[src/rtl/wb_timer_pkg.sv]
// Shared definitions for the Wishbone timer/PWM peripheral: register map,
// CTRL bit positions, the CTRL register layout and a byte-lane merge helper.
package wb_timer_pkg;

  localparam logic [2:0] ADR_CTRL     = 3'd0;
  localparam logic [2:0] ADR_PRESCALE = 3'd1;
  localparam logic [2:0] ADR_PERIOD   = 3'd2;
  localparam logic [2:0] ADR_DUTY     = 3'd3;
  localparam logic [2:0] ADR_COUNT    = 3'd4;
  localparam logic [2:0] ADR_STATUS   = 3'd5;

  localparam int CTRL_EN      = 0;
  localparam int CTRL_ONESHOT = 1;
  localparam int CTRL_IRQ_EN  = 2;
  localparam int CTRL_PWM_EN  = 3;
  localparam int CTRL_PWM_POL = 4;

  // Field order makes en land on bit 0, matching the register layout.
  typedef struct packed {
    logic pwm_pol;
    logic pwm_en;
    logic irq_en;
    logic oneshot;
    logic en;
  } ctrl_t;

  // Replace only the byte lanes enabled in sel.
  function automatic logic [31:0] merge_lanes(input logic [31:0] old_val,
                                              input logic [31:0] new_val,
                                              input logic [3:0]  sel);
    logic [31:0] r;
    for (int i = 0; i < 4; i++)
      r[i*8 +: 8] = sel[i] ? new_val[i*8 +: 8] : old_val[i*8 +: 8];
    return r;
  endfunction

endpackage

[src/rtl/wb_timer_core.sv]
// Timer datapath: prescaler, up-counter with terminal count, sticky match
// flag and the registered PWM / interrupt outputs.
module wb_timer_core
  import wb_timer_pkg::*;
#(
  parameter int CNT_WD = 32,
  parameter int PRE_WD = 16
) (
  input  logic              clk,
  input  logic              rst,
  input  ctrl_t             ctrl,
  input  logic [PRE_WD-1:0] prescale,
  input  logic [CNT_WD-1:0] period,
  input  logic [CNT_WD-1:0] duty,
  input  logic              cnt_wr,
  input  logic [CNT_WD-1:0] cnt_wdata,
  input  logic              match_clr,
  output logic [CNT_WD-1:0] count,
  output logic              match,
  output logic              stop,
  output logic              pwm,
  output logic              irq
);

  logic [PRE_WD-1:0] pre_cnt;
  logic              tick;
  logic              wrap;

  assign tick = ctrl.en && (pre_cnt == prescale);
  // >= rather than == so a PERIOD written below COUNT wraps on the next tick.
  assign wrap = tick && (count >= period);
  assign stop = wrap && ctrl.oneshot;

  // Prescaler: free-runs 0..PRESCALE while enabled, parked at 0 otherwise.
  always_ff @(posedge clk) begin
    if (rst || !ctrl.en || tick) pre_cnt <= '0;
    else                         pre_cnt <= pre_cnt + PRE_WD'(1);
  end

  // Counter: a bus load takes priority over the tick update.
  always_ff @(posedge clk) begin
    if (rst)         count <= '0;
    else if (cnt_wr) count <= cnt_wdata;
    else if (tick)   count <= wrap ? '0 : count + CNT_WD'(1);
  end

  // Sticky match: a new match beats a simultaneous W1C.
  always_ff @(posedge clk) begin
    if (rst)            match <= 1'b0;
    else if (wrap)      match <= 1'b1;
    else if (match_clr) match <= 1'b0;
  end

  // Registered outputs, one clock behind their source state.
  always_ff @(posedge clk) begin
    if (rst) begin
      pwm <= 1'b0;
      irq <= 1'b0;
    end else begin
      pwm <= ctrl.pwm_pol ^ (ctrl.pwm_en & ctrl.en & (count < duty));
      irq <= match & ctrl.irq_en;
    end
  end

endmodule

[src/rtl/wb_timer_pwm.sv]
// Wishbone timer/PWM slave: register file, single-cycle ack generation and
// read mux around the timer core.
module wb_timer_pwm
  import wb_timer_pkg::*;
#(
  parameter int CNT_WD = 32,
  parameter int PRE_WD = 16
) (
  input  logic        wb_clk_i,
  input  logic        wb_rst_i,
  input  logic        wb_cyc_i,
  input  logic        wb_stb_i,
  input  logic        wb_we_i,
  input  logic [2:0]  wb_adr_i,
  input  logic [3:0]  wb_sel_i,
  input  logic [31:0] wb_dat_i,
  output logic [31:0] wb_dat_o,
  output logic        wb_ack_o,
  output logic        pwm_o,
  output logic        irq_o
);

  ctrl_t             ctrl;
  logic [PRE_WD-1:0] prescale;
  logic [CNT_WD-1:0] period;
  logic [CNT_WD-1:0] duty;
  logic [CNT_WD-1:0] count;
  logic              match;
  logic              stop;

  logic              access;
  logic              wr;
  logic              cnt_wr;
  logic              match_clr;
  logic [31:0]       rd_mux;
  logic [31:0]       wmerge;

  assign access = wb_cyc_i & wb_stb_i;
  // Commit on the ack cycle's edge so an access abandoned before ack writes nothing.
  assign wr        = access & wb_we_i & wb_ack_o;
  assign cnt_wr    = wr && (wb_adr_i == ADR_COUNT);
  assign match_clr = wr && (wb_adr_i == ADR_STATUS) && wb_sel_i[0] && wb_dat_i[0];
  assign wmerge    = merge_lanes(rd_mux, wb_dat_i, wb_sel_i);

  // Read mux: registers zero-extended to 32 bits, unmapped addresses read 0.
  always_comb begin
    rd_mux = '0;
    case (wb_adr_i)
      ADR_CTRL:     rd_mux[$bits(ctrl_t)-1:0] = ctrl;
      ADR_PRESCALE: rd_mux[PRE_WD-1:0]        = prescale;
      ADR_PERIOD:   rd_mux[CNT_WD-1:0]        = period;
      ADR_DUTY:     rd_mux[CNT_WD-1:0]        = duty;
      ADR_COUNT:    rd_mux[CNT_WD-1:0]        = count;
      ADR_STATUS:   rd_mux[1:0]               = {ctrl.en, match};
      default:      rd_mux = '0;
    endcase
  end

  // Ack pulses once per access and forces a low cycle before the next one.
  always_ff @(posedge wb_clk_i) begin
    if (wb_rst_i) begin
      wb_ack_o <= 1'b0;
      wb_dat_o <= '0;
    end else begin
      wb_ack_o <= access & ~wb_ack_o;
      wb_dat_o <= (access & ~wb_ack_o & ~wb_we_i) ? rd_mux : '0;
    end
  end

  // Register file; a bus write to CTRL overrides the one-shot EN clear.
  always_ff @(posedge wb_clk_i) begin
    if (wb_rst_i) begin
      ctrl     <= '0;
      prescale <= '0;
      period   <= '0;
      duty     <= '0;
    end else begin
      if (wr) begin
        case (wb_adr_i)
          ADR_PRESCALE: prescale <= wmerge[PRE_WD-1:0];
          ADR_PERIOD:   period   <= wmerge[CNT_WD-1:0];
          ADR_DUTY:     duty     <= wmerge[CNT_WD-1:0];
          default: ;
        endcase
      end
      if (wr && (wb_adr_i == ADR_CTRL)) begin
        ctrl <= '{pwm_pol: wmerge[CTRL_PWM_POL],
                  pwm_en:  wmerge[CTRL_PWM_EN],
                  irq_en:  wmerge[CTRL_IRQ_EN],
                  oneshot: wmerge[CTRL_ONESHOT],
                  en:      wmerge[CTRL_EN]};
      end else if (stop) begin
        ctrl.en <= 1'b0;
      end
    end
  end

  wb_timer_core #(
    .CNT_WD (CNT_WD),
    .PRE_WD (PRE_WD)
  ) u_core (
    .clk       (wb_clk_i),
    .rst       (wb_rst_i),
    .ctrl      (ctrl),
    .prescale  (prescale),
    .period    (period),
    .duty      (duty),
    .cnt_wr    (cnt_wr),
    .cnt_wdata (wmerge[CNT_WD-1:0]),
    .match_clr (match_clr),
    .count     (count),
    .match     (match),
    .stop      (stop),
    .pwm       (pwm_o),
    .irq       (irq_o)
  );

endmodule
[config.mk]
export PLATFORM = sky130hd
export DESIGN_NAME = wb_timer_pwm
export DESIGN_NICKNAME = d
export VERILOG_FILES = /design/src/rtl/wb_timer_pkg.sv /design/src/rtl/wb_timer_core.sv /design/src/rtl/wb_timer_pwm.sv
export SDC_FILE = /design/constraint.sdc
export NUM_CORES = 1
export LEC_CHECK = 0
export ABC_AREA = 1
export CAP_MARGIN = 40
export CORE_MARGIN = 4
export CORE_UTILIZATION = 54
export CTS_CLUSTER_DIAMETER = 30
export DETAILED_ROUTE_END_ITERATION = 8
export PLACE_DENSITY = 0.77
export SKIP_LAST_GASP = 1
export SLEW_MARGIN = 20
export SYNTH_ARGS = -nofsm -noshare
export SYNTH_HDL_FRONTEND = slang
export SYNTH_SLANG_ARGS = --single-unit
[constraint.sdc]
create_clock -name wb_clk_i -period 1.9 [get_ports wb_clk_i]
set_clock_uncertainty 0.05 [all_clocks]
set_input_delay 0.285 -clock wb_clk_i [delete_from_list [all_inputs] [get_ports wb_clk_i]]
set_output_delay 0.285 -clock wb_clk_i [all_outputs]
set_load 0.05 [all_outputs]
==> impl_metrics.json, run 1 <==
{
  "critPathMostFrequentCell": "nand2_1",
  "hp-class": "in -> reg",
  "synth_fa_ha_area_frac": 0.0774,
  "critPathKind": "reg -> reg",
  "numCtsBuffers": 17,
  "wl_met3_um": 3930,
  "dp_hpwl_um": 24100,
  "syn_to_final_growth_pct": 43.7,
  "crit_path_start": "period[3]",
  "synthArstFlopShare": 0,
  "drt_first_pass_iters": 8,
  "cp_max_fo": 8,
  "synth_xor_area_frac": 0.0308,
  "rsz0062_at_grt": "true",
  "gp_congestion": 0.995,
  "syn_nets": 1696,
  "cts_tree": "done",
  "final_common_cell": "nand2_1",
  "rr_worst_depth": 14,
  "num_rows": 50,
  "nets": 1988,
  "dieArea_mm2": 0.0218,
  "reg2reg_slack_ps": -300,
  "drive_gt1_frac": 0.287,
  "dr_wl_met2_um": 17800,
  "drv_cap": 0,
  "met1_length_um": 14900,
  "grt.overflow.total": 0,
  "relSlewSlack": 0.584,
  "drcViolationCount": 0,
  "clk_path_buf_depth": 2,
  "end_kind": "flop",
  "synthCells": 1587,
  "syn_avg_cell_area_um2": 6.62,
  "cts_root_buf": "clkbuf_16",
  "grt_pass1_vias": 11373,
  "power.density_mw_per_mm2": 540,
  "yosysSeqAreaShare": 0.322,
  "drt_iter0_drc": 1431,
  "synth_simple_gate_area_frac": 0.252,
  "initial_utilization": 0.555,
  "clock_sinks": 169,
  "power.leakage_nw": 7.19,
  "crit_chain": "inv_2, ha_4, nand2_1, inv_1, nand2_1, nand2_1, nand2_1, nand2_2, nand2_2, nand2_4, a21oi_4, buf_6, nand4_1, a21oi_1",
  "grt_max_degree": 112,
  "via_per_inst": 5.69,
  "grt_pass1_wl_um": 55300,
  "synth_warnings": 0,
  "core_area_mm2": 0.0190,
  "synth_compound_area_frac": 0.181,
  "synth_cell_type_count": 42,
  "drt_wl_total_um": 38300,
  "r2r_start": "period[3]",
  "worstSkewPairLatency_ps": 450,
  "syn_area_mm2": 0.0105,
  "synth_top_family_by_area": "simple AND/OR/NAND/NOR gates",
  "status": "finished, violations left",
  "boundaryPins": 79,
  "fill_cells": 1216,
  "drv_slew": 0,
  "synthMuxAreaShare": 0,
  "antenna_found_initial": 0,
  "final_cell_mix": "nand2_1, inv_1, buf_4",
  "h-tree-depth": 4,
  "portBuffers": 78,
  "worst_pin_slew_ps": 623,
  "fin_tns_setup_ps": -6190,
  "cp.arrival_ps": 2520,
  "synth_flop_cell": "dfxtp_1",
  "crit_end": "u_core.count[30]",
  "start_kind": "flop",
  "track_usage": 0.309,
  "die_x_um": 148,
  "die_h_um": 148,
  "ctsHoldBuffers": 0,
  "postLayoutSetupSlackWorst_ps": -299,
  "post-route-period-util": 1.16,
  "postRouteAntennaNets": 0,
  "clkTransAtPathRegs_ps": 70,
  "highest_layer": "met4",
  "fin_util": 0.797,
  "ys_ff_latch": 169,
  "cp.required_ps": 2220,
  "hold_viol_final": 0,
  "vias": 12241,
  "setup_viol": 36,
  "r2r_end": "u_core.count[30]",
  "layout_min_cycle_time_ps": 2200,
  "synth_edf_count": 0,
  "slowest_delay_ps": 380,
  "num_antenna_cells": 0,
  "wl_per_cell_um": 17.8,
  "max_freq_ghz": 0.455,
  "ir_drop_mv": 0.630,
  "violations": "setup timing",
  "critPathSlowestCell": "dfxtp_1"
}
area by class of cell:
type / instances / area (um2) / share of cell area
Clock buffer: 20 / 457 / 0.0302
Tap cell: 260 / 325 / 0.0215
Timing Repair Buffer: 331 / 2980 / 0.197
Multi-Input combinational cell: 1048 / 6520 / 0.431
Inverter: 312 / 1170 / 0.0775
Sequential cell: 169 / 3440 / 0.228
Clock inverter: 11 / 219 / 0.0145
kinds of logic after synthesis:
family | Yosys count
AOI/OAI and AO/OA | 333
and+or+nand+nor | 612
xor gates and xnor gates | 37
adders and majority gates | 65
buffers and inverters | 371
DFF | 169
worst max-delay path: cells and delay by family, from the launching register on:
| kind | cells | cell delay [ps] |
|---|---|---|
| flip-flops | 1 | 380 |
| adder cells (fa/ha/maj) | 1 | 230 |
| AND/OR/NAND/NOR | 8 | 670 |
| buffers and inverters | 3 | 330 |
| AO/OA/AOI/OAI | 2 | 460 |
worst min-delay path by stage:
stage                   from  endpoint  slack, ps  depth (start not counted)
floorplan           wb_rst_i  wb_ack_o        320                          1
global placement    wb_ack_o  wb_ack_o        400                          1
detailed placement  wb_ack_o  wb_ack_o        400                          1
CTS                 wb_rst_i  wb_ack_o         10                          2
global route        wb_rst_i  wb_ack_o         20                          2
finish              wb_rst_i  wb_ack_o          7                          2
cell usage after synthesis (3+ instances only):
cell type | n | share of area
nand2_1 | 327 | 0.12
inv_1 | 284 | 0.10
dfxtp_1 | 169 | 0.32
a21oi_1 | 161 | 0.077
nor2_1 | 123 | 0.044
o21ai_0 | 87 | 0.041
nand3_1 | 66 | 0.031
ha_1 | 65 | 0.077
nor3_1 | 35 | 0.017
xor2_1 | 35 | 0.029
clkbuf_1 | 32 | 0.011
inv_2 | 25 | 0.0089
nand3b_1 | 21 | 0.015
o21ai_1 | 19 | 0.0090
o22ai_1 | 19 | 0.011
nand4_1 | 16 | 0.0095
buf_2 | 15 | 0.0071
o221ai_1 | 14 | 0.012
a31oi_2 | 11 | 0.013
buf_1 | 7 | 0.0025
o21a_1 | 5 | 0.0036
a21oi_2 | 4 | 0.0033
nand2_2 | 4 | 0.0024
nand3_2 | 4 | 0.0038
nor3_2 | 4 | 0.0038
o211ai_1 | 4 | 0.0029
o22ai_2 | 4 | 0.0048
a31oi_1 | 3 | 0.0018
buf_6 | 3 | 0.0032
clkinv_1 | 3 | 0.0011
or2_2 | 3 | 0.0018
metal layers:
metal  vias to the layer above  global-route usage
li1                       5673                   -
met1                      5601               0.407
met2                       777               0.516
met3                       190              0.0490
met4                         0               0.110
met5                         -                   0
sequential cells by signal (all words and copies together), names as in the netlist:
register and flops:
duty 32, u_core.irq 1, prescale 16, u_core.pre_cnt 16, period 32, ctrl 5, u_core.pwm 1, u_core.match 1
u_core.count 32, wb_ack_o 1, wb_dat_o 32
report_power, final:
part / switching (mW) / internal (mW) / leakage, nW
combinational: 0.293 / 0.214 / 5.49
clock: 1.57 / 2.53 / 0.315
sequential: 0.00320 / 3.54 / 1.38
total: 1.87 / 6.29 / 7.19
timing repair:
action / CTS / global route
pin swaps: 43 / 68
buffers inserted: 9 / 8
gates resized for setup: 84 / 180
gates cloned: 2 / 3
endpoints found under the setup margin: 46 / 85
metrics by stage:
stage	power (mW)	setup slack (ps)	hold WS (ps)	instance area [um2]	cells
finish	8.16	-299	6.67	15100	2151
CTS	8.09	-82.3	14.9	14400	2141
global route	8.31	-438	15.9	15100	2151
detailed placement	4.09	-398	403	13300	2099
floorplan	3.83	52.5	323	10500	1587
global placement	4.08	-338	397	13300	2099
Note: power is estimated with default switching activity, not from simulation.
==> run 2: changes to the inputs <==
--- a/config.mk
+++ b/config.mk
@@ -7,6 +7,7 @@
 export LEC_CHECK = 0
 export ABC_AREA = 1
 export CAP_MARGIN = 40
+export CORE_ASPECT_RATIO = 2
 export CORE_MARGIN = 4
 export CORE_UTILIZATION = 54
 export CTS_CLUSTER_DIAMETER = 30
==> run 2 against run 1 <==
Net effect: the flow still finishes with violations (setup timing); sequential cell count unchanged; sequential share of layout area up 0.32 points; sequential power about the same; register-to-register slack better by 40 ps; combinational power up 7.3%; utilization down 2.6 points; first-iteration DRC count down 37%; hold slack better by 340 ps.
==> impl_metrics.json, run 2 (synthesis gave the netlist of run 1 again) <==
{
  "status": "finished, violations left",
  "violations": "setup timing",
  "nets": 1992,
  "crit_buf_inv": 4,
  "portBuffers": 78,
  "drt_first_pass_iters": 6,
  "grt_pass1_vias": 11773,
  "die_x_um": 107,
  "drcViolationCount": 0,
  "cp.required_ps": 2220,
  "ir_drop_mv": 0.600,
  "cp.arrival_ps": 2480,
  "critPathMostFrequentCell": "nand2_2",
  "dieArea_mm2": 0.0219,
  "end_kind": "flop",
  "worst_pin_slew_ps": 572,
  "power.leakage_nw": 6.94,
  "fill_cells": 1443,
  "drt_iter0_drc": 898,
  "crit_chain": "inv_4, ha_4, nand2_2, inv_2, nand2_2, nand2_2, nor2_2, nand2_2, nand2_2, nand2_4, a21oi_4, buf_6, buf_12, nand3b_1, a21oi_1",
  "dp_hpwl_um": 26200,
  "track_usage": 0.321,
  "preCtsSetupSlack_ps": -458,
  "multiInputGateArea_mm2": 0.00636,
  "via_per_inst": 5.55,
  "critPathKind": "reg -> reg",
  "final_cell_mix": "nand2_1, inv_1, buf_4",
  "finalInstanceArea_mm2": 0.0149,
  "core_area_mm2": 0.0193,
  "hold_viol_final": 0,
  "final_common_cell": "nand2_1",
  "initial_utilization": 0.545,
  "seq_area_mm2": 0.00344,
  "post-route-period-util": 1.14,
  "relSlewSlack": 0.619,
  "grt_max_degree": 112,
  "syn_to_final_growth_pct": 41.5,
  "drive_gt1_frac": 0.274,
  "drv_cap": 0,
  "worstSkewPairLatency_ps": 460,
  "critPathSlowestCell": "dfxtp_2",
  "num_rows": 72,
  "clk_path_buf_depth": 2,
  "h-tree-depth": 4,
  "rsz0062_at_grt": "true",
  "layout_min_cycle_time_ps": 2160,
  "vias": 11965,
  "cts_tree": "done",
  "die_h_um": 205,
  "wl_per_cell_um": 17.3,
  "hp-class": "in -> reg",
  "slowest_delay_ps": 350,
  "boundaryPins": 79,
  "postLayoutSetupSlackWorst_ps": -257,
  "setup_viol": 35,
  "cts_root_buf": "clkbuf_16",
  "power.density_mw_per_mm2": 510,
  "critPathTopFamily": "simple AND/OR/NAND/NOR gates",
  "drt_wl_total_um": 37200,
  "numCtsBuffers": 17,
  "cp_max_fo": 5,
  "antenna_found_initial": 0,
  "start_kind": "flop",
  "clock_sinks": 169,
  "grt.overflow.total": 0,
  "clkTransAtPathRegs_ps": 70,
  "placed_area_mm2": 0.0133,
  "max_freq_ghz": 0.464,
  "gp_congestion": 0.947,
  "num_antenna_cells": 0,
  "grt_pass1_wl_um": 55500,
  "fin_util": 0.771,
  "postRouteAntennaNets": 0,
  "drv_slew": 0
}
## run 2: cell count changes in the layout (fill, tap and decap cells not counted), sizes merged, moves of 2 or more
cell | previous run | this run
dlygate4sd2 | 7 | 27
clkinvlp | 4 | 2
clkbuf | 22 | 27
buf | 252 | 255
clkinv | 4 | 7
bufinv | 6 | 2
clkdlybuf4s50 | 48 | 40
dlymetal6s2s | 22 | 9
## run 2: layout make-up
class                           instances  share of cell area
Sequential cell                       169               0.231
Timing Repair Buffer                  336               0.202
Tap cell                              259              0.0218
Inverter                              312              0.0791
Clock inverter                          8             0.00639
Clock buffer                           23              0.0321
Multi-Input combinational cell       1047               0.428
## run 2: path summary, 6_finish.rpt
check	from	to	slack (ps)	cells past startpoint
setup reg to reg	period[6]	u_core.count[4]	-260	15
setup / recovery	period[6]	u_core.count[4]	-260	15
hold reg to reg	wb_ack_o	wb_ack_o	410	1
hold / removal	wb_stb_i	wb_ack_o	350	3
## run 2: metrics by stage
stage	power [mW]	instances	hold WS (ps)	TNS [ps]
after global placement	4.09	2104	401	-29460
after CTS	7.56	2140	339	-2890
final	7.59	2154	351	-5540
after global routing	7.75	2154	360	-7830
after floorplan	3.83	1587	323	0
after detailed placement	4.10	2104	417	-36150
## run 2: metal layers
layer,track usage,wire length [um],vias up
met5,0,0,-
met4,0.270,3650,0
met3,0.0512,1770,255
met2,0.609,19800,561
met1,0.289,12000,5470
li1,-,-,5679
## run 2: timing repair
action | CTS | global route
resized for setup | 93 | 153
endpoints found under the hold margin | 1 | 0
buffers inserted | 3 | 9
hold buffers | 1 | 0
gates cloned | 1 | 5
endpoints found under the setup margin | 63 | 71
pin swaps | 37 | 51
## run 2: where the power goes
part	leakage [nW]	internal [mW]	switching (mW)	total, mW
logic	5.28	0.234	0.310	0.544
clock network	0.279	2.02	1.47	3.49
registers	1.38	3.55	0.00314	3.55
total	6.94	5.80	1.79	7.59
## run 2: tightest hold or removal path, stage by stage
cell             delay, ps
clkdlybuf4s50_1        390
nand2_1                 70
nor3_1                  50
==> run 3: changes to the inputs <==
--- a/config.mk
+++ b/config.mk
@@ -8,11 +8,9 @@
 export ABC_AREA = 1
 export CAP_MARGIN = 40
 export CORE_ASPECT_RATIO = 2
-export CORE_MARGIN = 4
-export CORE_UTILIZATION = 54
+export CORE_UTILIZATION = 35
 export CTS_CLUSTER_DIAMETER = 30
 export DETAILED_ROUTE_END_ITERATION = 8
-export PLACE_DENSITY = 0.77
 export SKIP_LAST_GASP = 1
 export SLEW_MARGIN = 20
 export SYNTH_ARGS = -nofsm -noshare
==> run 3 against run 2 <==
Net effect: the run still ends with setup timing left; global-route usage down 7.3 points; sequential cell count unchanged; clock-buffer cell count stayed put; combinational power increased by 6.2%; first-iteration DRC count shrank 51%; cell count is 7.2% higher; clock power is 8.6% higher; register-to-register slack is essentially flat; largest power group is now clock; highest routed layer unchanged.
==> impl_metrics.json, run 3 (synthesis gave the netlist of run 1 again) <==
{
  "status": "finished, violations left",
  "violations": "setup timing",
  "reg2reg_slack_ps": -250,
  "final_common_cell": "nand2_1",
  "core_area_mm2": 0.0295,
  "end_kind": "flop",
  "setup_viol": 34,
  "vias": 11560,
  "max_freq_ghz": 0.466,
  "portBuffers": 78,
  "worstSkewPairLatency_ps": 460,
  "drt_iter0_drc": 444,
  "clock_sinks": 169,
  "fin_cells": 2310,
  "hp-class": "in -> reg",
  "drv_cap": 0,
  "rsz0062_at_grt": "true",
  "power.leakage_nw": 7.14,
  "switching_share": 0.230,
  "drt_wl_total_um": 38200,
  "placed_area_mm2": 0.0139,
  "internal-power_mw": 6.09,
  "dieArea_mm2": 0.0308,
  "grt_pass1_wl_um": 59000,
  "nets": 2043,
  "seqPwrFrac": 0.448,
  "cts_root_buf": "clkbuf_16",
  "crit_chain": "inv_2, ha_4, nand2_4, nor2_4, nand4_1, nor2_2, a21oi_4, buf_6, buf_12, nand3b_1, a21oi_2",
  "die_x_um": 125,
  "cp_max_fo": 8,
  "fin_util": 0.529,
  "slowest_delay_ps": 330,
  "hold_ws_ps": 296,
  "clk_path_buf_depth": 2,
  "drt_first_pass_iters": 5,
  "dp_hpwl_um": 28500,
  "start_kind": "flop",
  "grt.overflow.total": 0,
  "h-tree-depth": 4,
  "cp.arrival_ps": 2410,
  "cp.required_ps": 2160,
  "postRouteAntennaNets": 0,
  "drv_slew": 0,
  "critPathKind": "reg -> reg",
  "postLayoutSetupSlackWorst_ps": -248,
  "numCtsBuffers": 17,
  "power.density_mw_per_mm2": 507,
  "antenna_found_initial": 0,
  "ir_drop_mv": 0.495,
  "drive_gt1_frac": 0.293,
  "finalInstanceArea_mm2": 0.0156,
  "num_rows": 89,
  "post-route-period-util": 1.13,
  "final_cell_mix": "nand2_1, buf_4, inv_1",
  "post-place-cells": 2260,
  "worst_pin_slew_ps": 651,
  "layout_min_cycle_time_ps": 2150,
  "die_h_um": 247,
  "power.switching_mw": 1.82,
  "grt_max_degree": 112,
  "gp_congestion": 0.926,
  "wl_per_cell_um": 16.5,
  "critPathSlowestCell": "dfxtp_2",
  "drcViolationCount": 0,
  "combPwrFrac": 0.073,
  "boundaryPins": 79,
  "hold_viol_final": 0,
  "grt_pass1_vias": 11669,
  "track_usage": 0.248,
  "num_antenna_cells": 0,
  "syn_to_final_growth_pct": 48.4,
  "clkTransAtPathRegs_ps": 60,
  "relSlewSlack": 0.566,
  "cts_tree": "done",
  "initial_utilization": 0.356,
  "via_per_inst": 5.00,
  "clkPwrFrac": 0.479
}
[run 3: cell types whose count changed in the layout (fill, tap and decap cells not counted), sizes merged, moves of 2 or more]
cell / before / now
clkbuf: 27 / 23
dlygate4sd2: 27 / 33
dlymetal6s2s: 9 / 3
bufinv: 2 / 4
buf: 255 / 309
[run 3: layout make-up]
type,count,area [um2]
clock buffer,23,478
clock inverter,8,143
fill,2792,13900
inverter,312,1170
multi-input combinational,1048,6540
sequential,169,3430
tap,364,455
timing repair buffer,386,3380
[run 3: path summary, 6_finish.rpt]
kind / endpoint / cells after the start / from
worst max-delay path: u_core.count[20] / 11 / period[23]
worst min-delay path: period[2] / 5 / wb_rst_i
worst max register to register: u_core.count[20] / 11 / period[23]
worst min register to register: u_core.pre_cnt[0] / 1 / u_core.pre_cnt[0]
[run 3: timing repair]
action / CTS / global route
cloned: 4 / 0
hold endpoints to repair: 1 / 0
pin swaps: 58 / 41
setup endpoints to repair: 86 / 102
hold buffers: 1 / 0
setup buffers: 10 / 5
resized for setup: 141 / 111
[run 3: metal layers]
layer / wire length [um] / GRT usage / vias up
met5: 0 / 0 / -
met1: 12900 / 0.214 / 5347
met2: 21600 / 0.500 / 294
met3: 1110 / 0.0363 / 133
met4: 2580 / 0.189 / 0
li1: - / - / 5786
[run 3: through the flow]
step / setup TNS [ps] / power (mW) / setup slack, ps
after global placement: -43970 / 4.13 / -535
after detailed placement: -45910 / 4.13 / -545
after floorplan: 0 / 3.83 / 52.5
after global routing: -7910 / 8.16 / -322
after CTS: -4510 / 7.98 / -176
final: -6540 / 7.91 / -248
[run 3: power by group through the flow]
stage               clock (mW)  sequential (mW)  combinational (mW)
global placement             0             3.63               0.500
detailed placement           0             3.63               0.503
global route              4.01             3.54               0.610
finish                    3.79             3.55               0.578
floorplan                    0             3.63               0.200
CTS                       3.87             3.55               0.561
[run 3: critical path: cells and delay by family (launching register included)]
family	cells	cell delay [ps]
buffers and inverters	3	330
adders and majority gates	1	280
and+or+nand+nor	5	840
AOI/OAI and AO/OA	2	160
DFF	1	330
